### src/rtl/sensor_period.sv
// Wheel (fork) and crank period measurement from deglitched active-low sensors.
// Produces tick-based periods with valid strobes, stopped flags and a saturating revolution count.
module sensor_period #(
    parameter int TICK_DIV = 32,
    parameter int PERIOD_W = 16,
    parameter int TIMEOUT  = 4096,
    parameter int REV_W    = 24
) (
    input  logic                clock,
    input  logic                nRst,
    input  logic                nFork_deglitch,
    input  logic                nCrank_deglitch,
    input  logic                clear_rev,
    output logic [PERIOD_W-1:0] fork_period,
    output logic                fork_valid,
    output logic                fork_stopped,
    output logic [PERIOD_W-1:0] crank_period,
    output logic                crank_valid,
    output logic                crank_stopped,
    output logic [REV_W-1:0]    rev_count
);

    localparam int PRESC_W = (TICK_DIV > 1) ? $clog2(TICK_DIV) : 1;
    localparam logic [PRESC_W-1:0]  PRESC_LAST    = PRESC_W'(TICK_DIV - 1);
    localparam logic [PERIOD_W-1:0] TIMEOUT_COUNT = PERIOD_W'(TIMEOUT);

    localparam logic STATE_IDLE = 1'b0;
    localparam logic STATE_RUN  = 1'b1;

    logic [PRESC_W-1:0] prescalerReg;
    logic               tick;
    logic [1:0]         sensorIn;
    logic [REV_W-1:0]   revReg;

    assign tick     = (prescalerReg == PRESC_LAST);
    assign sensorIn = {nCrank_deglitch, nFork_deglitch};

    always_ff @(posedge clock or negedge nRst) begin
        if (!nRst) begin
            prescalerReg <= '0;
        end else begin
            prescalerReg <= tick ? '0 : prescalerReg + 1'b1;
        end
    end

    // Channel 0 is the fork, channel 1 the crank; both share the tick.
    genvar gi;
    generate
        for (gi = 0; gi < 2; gi++) begin : gChannel
            logic                prevReg;
            logic                stateReg;
            logic [PERIOD_W-1:0] counterReg;
            logic [PERIOD_W-1:0] periodReg;
            logic                validReg;
            logic                stoppedReg;
            logic                edgeSeen;

            assign edgeSeen = !sensorIn[gi] && prevReg;

            always_ff @(posedge clock or negedge nRst) begin
                if (!nRst) begin
                    prevReg    <= 1'b1;
                    stateReg   <= STATE_IDLE;
                    counterReg <= '0;
                    periodReg  <= '0;
                    validReg   <= 1'b0;
                    stoppedReg <= 1'b1;
                end else begin
                    prevReg  <= sensorIn[gi];
                    validReg <= 1'b0;
                    case (stateReg)
                        STATE_IDLE: begin
                            counterReg <= '0;
                            if (edgeSeen) begin
                                stateReg <= STATE_RUN;
                            end
                        end
                        default: begin
                            // An edge beats both timeout and tick; the tick in that cycle is lost.
                            if (edgeSeen) begin
                                periodReg  <= counterReg;
                                validReg   <= 1'b1;
                                stoppedReg <= 1'b0;
                                counterReg <= '0;
                            end else if (counterReg == TIMEOUT_COUNT) begin
                                periodReg  <= '0;
                                stoppedReg <= 1'b1;
                                counterReg <= '0;
                                stateReg   <= STATE_IDLE;
                            end else if (tick) begin
                                counterReg <= counterReg + 1'b1;
                            end
                        end
                    endcase
                end
            end
        end
    endgenerate

    always_ff @(posedge clock or negedge nRst) begin
        if (!nRst) begin
            revReg <= '0;
        end else if (clear_rev) begin
            revReg <= '0;
        end else if (gChannel[0].edgeSeen && (revReg != {REV_W{1'b1}})) begin
            revReg <= revReg + 1'b1;
        end
    end

    assign fork_period   = gChannel[0].periodReg;
    assign fork_valid    = gChannel[0].validReg;
    assign fork_stopped  = gChannel[0].stoppedReg;
    assign crank_period  = gChannel[1].periodReg;
    assign crank_valid   = gChannel[1].validReg;
    assign crank_stopped = gChannel[1].stoppedReg;
    assign rev_count     = revReg;

endmodule

### config.mk
export PLATFORM = sky130hd
export DESIGN_NAME = sensor_period
export DESIGN_NICKNAME = d
export VERILOG_FILES = /design/src/rtl/sensor_period.sv
export SDC_FILE = /design/constraint.sdc
export NUM_CORES = 1
export LEC_CHECK = 0
export ABC_AREA = 1
export CAP_MARGIN = 20
export CORE_MARGIN = 1.5
export CORE_UTILIZATION = 30
export DETAILED_ROUTE_END_ITERATION = 10
export DONT_BUFFER_PORTS = 1
export GPL_TIMING_DRIVEN = 0
export PLACE_DENSITY = 0.54
export SLEW_MARGIN = 20
export SYNTH_ARGS = -nofsm -noshare
export SYNTH_HDL_FRONTEND = slang
export SYNTH_SLANG_ARGS = --single-unit
### constraint.sdc
create_clock -name clock -period 2.3 [get_ports clock]
set_input_delay 0.345 -clock clock [delete_from_list [all_inputs] [get_ports clock]]
set_output_delay 0.345 -clock clock [all_outputs]
set_load 0.01 [all_outputs]
Word level (Yosys, flattened, before mapping). Cells that the tools add are included. W data, S select, Z words.

Muxes and demuxes: 29. $add $sub $neg: 4. Reductions and logical operators: 10. Equal/unequal tests: 6.

Operators by type and width (number): $mux W16 (12); $mux W24 (2); $add A16 B1 Y16 const B (2); $eq A16 B13 Y1 const B (2); $add A24 B1 Y24 const B (1); $ne A24 B24 Y1 const B (1); $mux W1 (14); $ne A4 B2 Y1 const B (2); $reduce_bool A2 Y1 (3); $add A5 B1 Y5 const B (1); $eq A5 B5 Y1 const B (1); $mux W5 (1); $reduce_and A2 Y1 (2); $logic_and A1 B1 Y1 (3); $logic_not A1 Y1 (2).

Output and inout port bits: 60. Bits of input ports: 5. Register bits: 101. Logic and storage cells: 63.

Logic depth before layout (Yosys ltp). Gate-level depths: netlist of run 1.

Depth after elaboration: 5. Depth in mapped cells: 12. Depth with buffers taken out: 11.

Worst setup path before layout of run 1. No wires, ideal clock.

Kind: reg-to-reg. Start point: reg prescalerReg[0]. End point: reg gChannel[0].counterReg[14]. Buffers on the path: 2. Stages on the path, launching flop included: 11. Clock period less this slack: 1716 ps. Setup slack: 584 ps. Data required time: 2224 ps. Setup time: 76 ps. Arrival: 1640 ps. Cells stage by stage: dfrtp_1 -> ha_1 -> nand2_1 -> nor2_1 -> ha_1 -> clkbuf_1 -> clkbuf_1 -> nand3_1 -> o21ai_0 -> nand2_1 -> nor2_1.

Longest elaborated chain between the ends: 2.

Ends and longest elaborated chain: from (decl) (RTL line 30) `logic [PRESC_W-1:0] prescalerReg;`; from (signal assigned) (RTL line 42) `prescalerReg <= tick ? '0 : prescalerReg + 1'b1;`; $eq A5 B5 Y1 (RTL line 35) `assign tick = (prescalerReg == PRESC_LAST);`; $ne A4 B2 Y1 (no line); to (signal assigned) (RTL line 91) `counterReg <= counterReg + 1'b1;`; to (decl) (RTL line 52) `logic [PERIOD_W-1:0] counterReg;`.

No other way between the ends. A chain may end at the register's enable or synchronous reset.

Worst setup path after layout of run 1.
Start point: reg revReg[0] (netlist: rev_count[0]). End point: reg revReg[2] (netlist: rev_count[2]).

Longest elaborated chain between the ends: 3. Elaborated cells on any way between the ends: 6. Classes of those cells: add/sub (1); eq/ne (1); mux (2); reduce/logical (2).

Ends and longest elaborated chain: from (decl) (RTL line 33) `logic [REV_W-1:0] revReg;`; from (signal assigned) (RTL line 106) `revReg <= revReg + 1'b1;`; $add A24 B1 Y24 / $ne A24 B24 Y1 (equally long branches) (RTL line 106, 105); $mux W24 / $logic_and A1 B1 Y1 (equally long branches) (RTL line 105) `end else if (gChannel[0].edgeSeen && (revReg != {REV_W{1'b1}})) begin`; $mux W24 / $reduce_bool A2 Y1 (equally long branches).

Parallel ways exist; a longest one is shown, timed or not. The select of a mux whose other input is x is not followed.

==> metrics.csv, run 1 <==
stage,metric,value,unit
run_status,outcome,"complete, but fails checks",
run_status,failing checks,negative hold slack,
sta,Final Hold Fails,101,
synthesis,#FFs+latches synth,101,
synthesis,mapped cell area,0.00524,mm2
floorplan,Starting Density,30.5,%
final_layout,FILL cells,1871,
floorplan,FP Rows,48,
place,Placed Cells incl. Taps,912,
synthesis,simple-gate share of the synthesized area,33.3,%
clock_network,TritonCTS buffer count,9,
final_layout,fin area,0.00585,mm2
synthesis,Mapped Avg Cell Area,7.63,um2
floorplan,Die H,135,um
sta,worst slew pin tran,0.611,ns
synthesis,adder-cell share of the synthesized area,1.67,%
detailed_routing,number of remaining DRC errors,0,
power_and_ir_drop,P_leak,0.00266,uW
final_layout,layout cells sized above 1,7.53,%
sta,final setup fails,0,
worst_setup_path,crit path launch type,flip-flop,
synthesis,sequential element share of the synthesized area,48.3,%
min_path,worst min path class,input pin to async pin,
clock_network,clock latency on the worst-skew pair,0.35,ns
synthesis,Synth async-reset ratio,100,%
power_and_ir_drop,"IR drop worst, VDD",0.349,mV
place,Port Buf Inserts,0,
synthesis,Ys Warns,0,
detailed_routing,via/cell ratio,4.60,
grt,GRT Total Usage,15.2,%
clock_network,CTS max path bufs,2,
place,Post-DP HPWL,9.07,mm
worst_setup_path,Worst R2R Start,rev_count[0]$_DFFE_PN0P_,
worst_setup_path,R2R depth,9,
floorplan,I/O Pins,65,
grt,largest net degree at the start of global routing,102,
power_and_ir_drop,Pwr Total,3490,uW
synthesis,Synth area leaders,"dfrtp_1, nand2_1, nor2_1",
detailed_routing,final wirelength,12.9,mm
sta,Final period util,89.9,%
synthesis,fraction of synthesized area in multiplexers,0,%
synthesis,number of synthesized flops with an enable pin,0,
clock_network,Root Buffer,clkbuf_16,
detailed_routing,DR iter-0 viols,351,
sta,total negative setup slack,0,ns
detailed_routing,count of TritonRoute iterations in the first routing pass,4,
detailed_routing,Vias,4270,
synthesis,post-synthesis xor/xnor area fraction,4.18,%
synthesis,Gate Count Post-Synth,687,
final_layout,area delta synth->final,11.7,%
synthesis,dominant cell type by area after synthesis,dfrtp_1,
grt,Congestion Overflow GR,0,
place,placer congestion estimate,0.818,
synthesis,ys flop type,dfrtp_1,
clock_network,H-tree depth,3,
grt,vias in the first global route,4231,
place,placed cell areas,0.00552,mm2
synthesis,"count leader, synth",nand2_1,
clock_network,Clock transition at path regs,0.07,ns
synthesis,main combinational cell family by area after synthesis,simple AND/OR/NAND/NOR gates,
sta,Worst Skew,0.00994,ns
sta,fmax,0.484,GHz
sta,min cycle time layout,2.07,ns
synthesis,area share of the largest cell type after synthesis,46.3,%
synthesis,synth unique cells,31,
sta,Hold Slack,-0.314,ns
grt,initial antenna violation count,0,
final_layout,area of the multi-input gates,0.00235,mm2
final_layout,Reg area,0.00253,mm2
detailed_routing,mean routed wirelength per cell,13.9,um
clock_network,Sink Count,101,
sta,RSZ-0062 raised after global routing,false,
sta,max-slew violation count,0,
detailed_routing,remaining antenna violation count,0,
final_layout,Finished Core Util,34.1,%
final_layout,Final #Nets,711,
worst_setup_path,critical path class,flip-flop to flip-flop,
clock_network,hold buffer count at cts,2,
worst_setup_path,worst-path maximum fanout,10,
job,max-cap viol count,0,
worst_setup_path,"Arr. time, crit path",2.36,ns
grt,first-pass GRT wire length,21.8,mm
power_and_ir_drop,PwrDens,596,mW/mm2
clock_network,CTS tree,done,
floorplan,Die X,135,um
synthesis,commonest cells in the netlist,"nand2_1, nor2_1, dfrtp_1",
synthesis,synthesized net count,699,
final_layout,ANT cells,0,
sta,Max-slew headroom,59.1,%
worst_setup_path,CP required,2.59,ns
worst_setup_path,crit end category,flip-flop,
synthesis,post-synthesis compound-gate area fraction,5.47,%
worst_setup_path,CP startpoint,rev_count[0]$_DFFE_PN0P_,
worst_setup_path,R2R Path End,rev_count[2]$_DFFE_PN0P_,
worst_setup_path,reg2reg setup slack,0.23,ns
floorplan,Core Region,0.0172,mm2
floorplan,die area,0.0183,mm2
final_layout,Finished Layout Cells,929,
clock_network,# Post-CTS Setup Buffers,0,
-- report_power, final --
part           total, uW  leakage, uW  internal, uW  switching [uW]
Sequential          1800      0.00137          1790            10.2
Clock               1590     0.000145           860             733
Combinational       97.2      0.00114          25.2            72.0
-- cell usage in the layout (no fill, tap or decap), drive strengths merged, types with 2 or more instances in the layout --
cell type	Yosys	final
nor3	12	12
or2	2	2
xnor2	3	3
ha	7	7
a21oi	8	8
clkinvlp	0	2
nand3	48	48
dfrtp	97	97
nor2	109	109
xor2	22	22
clkinv	1	3
nand2	208	208
clkbuf	8	16
dlygate4sd3	0	2
dfstp	4	4
inv	73	75
buf	9	9
nand4	28	28
o21ai	43	43
-- cell families after synthesis --
group           Yosys count
compound gates           54
xor+xnor                 25
simple gates            409
flops                   101
fa+ha+maj                 7
buf+inv                  91
-- stage by stage --
stage,worst slack (ns),hold WS (ns)
2_1_floorplan,0.584,0.0494
3_3_place_gp,0.0215,0.0539
3_5_place_dp,0.0183,0.0536
4_1_cts,0.0803,-0.329
5_1_grt,0.00340,-0.333
6_report,0.233,-0.314
-- worst max-delay path, cell delays in order (launching register included) --
cell	delay [ns]
dfrtp_1	0.45
ha_1	0.24
nand2_1	0.12
nor2_4	0.08
nand2_4	0.09
nor2_4	0.05
a21oi_2	0.28
clkbuf_1	0.44
nand4_1	0.16
nand2_1	0.09
-- metal layers --
metal  vias up  global-route usage, %  share of wire [%]
met5         -                      0                  0
met4         0                   3.82                1.2
met3        11                   4.19                5.0
met2        72                   24.3                 46
met1      1980                   20.2                 48
li1       2207                      -                  -
-- repair_timing --
| item | in CTS | in global routing |
|---|---|---|
| gates resized for setup | 1 | 1 |
| setup endpoints to repair | 1 | 12 |
| pin swaps | 0 | 0 |
| endpoints found under the hold margin | 103 | 101 |
-- flip-flops by register name, summed over array words and instances (netlist names), 2 cells and up --
register	cells
crank_period	16
gChannel.stateReg	2
rev_count	24
fork_period	16
prescalerReg	5
gChannel.prevReg	2
gChannel.counterReg	32
-- how the worst max path moves through the flow --
stage,end,slack (ns),cells past startpoint
after floorplan,gChannel[0].counterReg[14]$_DFFE_PN0P_,0.58,10
after global placement,gChannel[0].counterReg[14]$_DFFE_PN0P_,0.02,10
after detailed placement,gChannel[0].counterReg[14]$_DFFE_PN0P_,0.02,10
after CTS,gChannel[0].counterReg[12]$_DFFE_PN0P_,0.08,9
after global routing,gChannel[0].counterReg[12]$_DFFE_PN0P_,0.003,10
final,rev_count[2]$_DFFE_PN0P_,0.23,9
-- area by class of cell --
type	count	share of cell area [%]
buffer	16	1.50
clock buffer	9	3.85
clock inverter	7	1.39
inverter	74	4.75
multi-input combinational	495	40.1
sequential	101	43.3
tap	225	4.81
timing repair buffer	2	0.342
No activity file was read; power rests on OpenSTA's default activity.
==> inputs of run 2 (changes only) <==
--- a/config.mk
+++ b/config.mk
@@ -15,2 +15,3 @@
 export PLACE_DENSITY = 0.54
+export SETUP_SLACK_MARGIN = 0.5
 export SLEW_MARGIN = 20
--- a/constraint.sdc
+++ b/constraint.sdc
@@ -3,2 +3,2 @@
 set_output_delay 0.345 -clock clock [all_outputs]
-set_load 0.01 [all_outputs]
+set_load 0.02 [all_outputs]
==> run 2 against run 1 <==
The flow still finishes with violations (negative hold slack). Clock-buffer cell count did not move. Combinational power rose by 48%. Routed wire length rose by 5.8%. Via count rose by 2.9%. Total power rose by 1.8%. Critical endpoint is now crank_period[6]$_DFFE_PN0P_.
==> metrics.csv, run 2 (synthesized netlist as in run 1, its figures left out) <==
stage,metric,value,unit,change
run_status,outcome,"complete, but fails checks",,unchanged
run_status,failing checks,negative hold slack,,unchanged
sta,max-slew violation count,0,,unchanged
place,Port Buf Inserts,0,,unchanged
clock_network,hold buffer count at cts,2,,unchanged
min_path,worst min path class,input pin to async pin,,unchanged
sta,RSZ-0062 raised after global routing,true,,was false
clock_network,Root Buffer,clkbuf_16,,unchanged
detailed_routing,number of remaining DRC errors,0,,unchanged
detailed_routing,via/cell ratio,4.60,,about the same
worst_setup_path,crit path launch type,flip-flop,,unchanged
grt,vias in the first global route,4272,,was 4231
floorplan,die area,0.0183,mm2,unchanged
worst_setup_path,crit-path cells,inv_2 > ha_4 > inv_1 > nor2_2 > nand2_1 > nor2_1 > nand3_2 > a21oi_4 > buf_6 > o21ai_0,,was ha_1 > nand2_1 > nor2_4 > nand2_4 > nor2_4 > a21oi_2 > clkbuf_1 > nand4_1 > nand2_1
final_layout,area of the multi-input gates,0.00256,mm2,was 0.00235 mm2
sta,Final Hold Fails,101,,unchanged
worst_setup_path,biggest cell delay along the critical path,0.42,ns,was 0.45 ns
grt,first-pass GRT wire length,22.0,mm,was 21.8 mm
detailed_routing,Vias,4394,,was 4270
floorplan,Die H,135,um,unchanged
final_layout,Largest Register,gChannel.counterReg,,unchanged
worst_setup_path,"Arr. time, crit path",1.99,ns,was 2.36 ns
final_layout,"commonest non-fill, non-tap cell in the layout",nand2_1,,unchanged
worst_setup_path,R2R depth,10,,was 9
final_layout,layout cells sized above 1,19.9,%,was 7.53%
clock_network,CTS max path bufs,2,,unchanged
final_layout,max FFs per register,32,,unchanged
detailed_routing,remaining antenna violation count,0,,unchanged
final_layout,Final #Nets,737,,was 711
floorplan,Core Region,0.0172,mm2,unchanged
grt,initial antenna violation count,0,,unchanged
power_and_ir_drop,PwrDens,555,mW/mm2,was 596 mW/mm2
sta,final setup fails,0,,unchanged
final_layout,most frequent cells in the layout,"nand2_1, nor2_1, dfrtp_1, inv_1, nand3_1",,unchanged
sta,Worst Skew,0.00900,ns,was 0.00994 ns
sta,Hold Slack,-0.315,ns,was -0.314 ns
worst_setup_path,worst-path maximum fanout,5,,was 10
place,placer congestion estimate,0.818,,unchanged
power_and_ir_drop,"IR drop worst, VDD",0.350,mV,was 0.349 mV
clock_network,Clock transition at path regs,0.08,ns,was 0.07 ns
worst_setup_path,crit end category,flip-flop,,unchanged
floorplan,Die X,135,um,unchanged
sta,total negative setup slack,0,ns,unchanged
detailed_routing,mean routed wirelength per cell,14.3,um,was 13.9 um
floorplan,Starting Density,30.5,%,unchanged
sta,min cycle time layout,1.75,ns,was 2.07 ns
place,Post-DP HPWL,9.07,mm,unchanged
grt,GRT Total Usage,15.3,%,was 15.2%
worst_setup_path,crit path buf inv count,3,,was 1
place,post-place setup slack,0.0183,ns,unchanged
sta,fin worst setup slack,0.547,ns,was 0.233 ns
clock_network,CTS tree,done,,unchanged
worst_setup_path,cell family with most CP delay,simple AND/OR/NAND/NOR gates,,unchanged
final_layout,ANT cells,0,,unchanged
detailed_routing,DR iter-0 viols,336,,was 351
final_layout,Finished Layout Cells,955,,was 929
final_layout,FILL cells,1819,,was 1871
floorplan,FP Rows,48,,unchanged
final_layout,Reg area,0.00256,mm2,was 0.00253 mm2
place,Placed Cells incl. Taps,912,,unchanged
clock_network,H-tree depth,3,,unchanged
job,max-cap viol count,0,,unchanged
worst_setup_path,CP required,2.54,ns,was 2.59 ns
floorplan,I/O Pins,65,,unchanged
clock_network,clock latency on the worst-skew pair,0.35,ns,about the same
grt,Congestion Overflow GR,0,,unchanged
grt,largest net degree at the start of global routing,102,,unchanged
worst_setup_path,critical path class,flip-flop to flip-flop,,unchanged
worst_setup_path,Worst R2R Start,gChannel[1].counterReg[1]$_DFFE_PN0P_,,was rev_count[0]$_DFFE_PN0P_
power_and_ir_drop,P_leak,0.00289,uW,was 0.00266 uW
clock_network,Sink Count,101,,unchanged
worst_setup_path,R2R Path End,crank_period[6]$_DFFE_PN0P_,,was rev_count[2]$_DFFE_PN0P_
worst_setup_path,CP startpoint,gChannel[1].counterReg[1]$_DFFE_PN0P_,,was rev_count[0]$_DFFE_PN0P_
detailed_routing,count of TritonRoute iterations in the first routing pass,4,,unchanged
sta,Final period util,76.2,%,was 89.9%
worst_setup_path,Worst path slowest cell,dfrtp_1,,unchanged
sta,worst slew pin tran,0.549,ns,was 0.611 ns
sta,Max-slew headroom,63.4,%,was 59.1%
clock_network,TritonCTS buffer count,9,,unchanged
worst_setup_path,reg2reg setup slack,0.55,ns,was 0.23 ns
final_layout,area delta synth->final,22.2,%,was 11.7%
detailed_routing,final wirelength,13.6,mm,was 12.9 mm
sta,fmax,0.570,GHz,was 0.484 GHz
## run 2: changes by cell type in the layout (fill, tap and decap cells not counted), sizes merged
cell | previous run | this run
clkinvlp | 2 | 3
inv | 75 | 74
buf | 9 | 34
clkbuf | 16 | 17
## run 2: stage by stage
| stage | utilization (%) | hold slack, ns | total power, uW | cell area [um2] |
|---|---|---|---|---|
| 2_1_floorplan | - | 0.0494 | 1900 | 5240 |
| 3_3_place_gp | 32.1 | 0.0539 | 1930 | 5520 |
| 3_5_place_dp | 32.1 | 0.0536 | 1930 | 5520 |
| 4_1_cts | 35.0 | -0.329 | 3570 | 6010 |
| 5_1_grt | 37.3 | -0.333 | 3690 | 6400 |
| 6_report | 37.3 | -0.315 | 3550 | 6400 |
## run 2: final cells by class
class,count,share of cell area [%]
Inverter,74,4.52
Clock inverter,7,1.27
Clock buffer,9,3.52
Buffer,17,2.29
Multi-Input combinational cell,495,40.0
Sequential cell,101,40.0
Tap cell,225,4.40
Timing Repair Buffer,27,4.03
## run 2: worst reg2reg max path, stage by stage, from the launching register on
cell and delay (ns):
dfrtp_1 0.42, inv_2 0.09, ha_4 0.11, inv_1 0.04
nor2_2 0.10, nand2_1 0.06, nor2_1 0.12, nand3_2 0.17
a21oi_4 0.27, buf_6 0.16, o21ai_0 0.08
## run 2: power breakdown
| part | switching (uW) | total, uW | internal, uW |
|---|---|---|---|
| clock network | 743 | 1600 | 860 |
| registers | 17.3 | 1800 | 1790 |
| logic | 88.2 | 144 | 55.8 |
| total | 848 | 3550 | 2700 |
## run 2: per-layer routing
| layer | vias up | track usage [%] | share of wire, % |
|---|---|---|---|
| met5 | - | 0 | 0 |
| met4 | 0 | 4.18 | 1.3 |
| met3 | 13 | 4.23 | 4.7 |
| met2 | 70 | 24.4 | 47 |
| met1 | 2055 | 20.4 | 48 |
| li1 | 2256 | - | - |
## run 2: what timing repair did
item,4_1_cts,5_1_grt
buffers inserted,6,16
pin swaps,4,37
endpoints found under the setup margin,79,78
gates resized for setup,40,80
cloned,0,3
hold endpoints to repair,103,101
## run 2: worst max-delay path by stage
stage                                                   endpoint  cells after the start
after floorplan                        rev_count[14]$_DFFE_PN0P_                     11
after global placement    gChannel[0].counterReg[14]$_DFFE_PN0P_                     10
after detailed placement  gChannel[0].counterReg[14]$_DFFE_PN0P_                     10
after CTS                              rev_count[14]$_DFFE_PN0P_                     11
after global routing      gChannel[0].counterReg[12]$_DFFE_PN0P_                     11
final                                crank_period[6]$_DFFE_PN0P_                     10
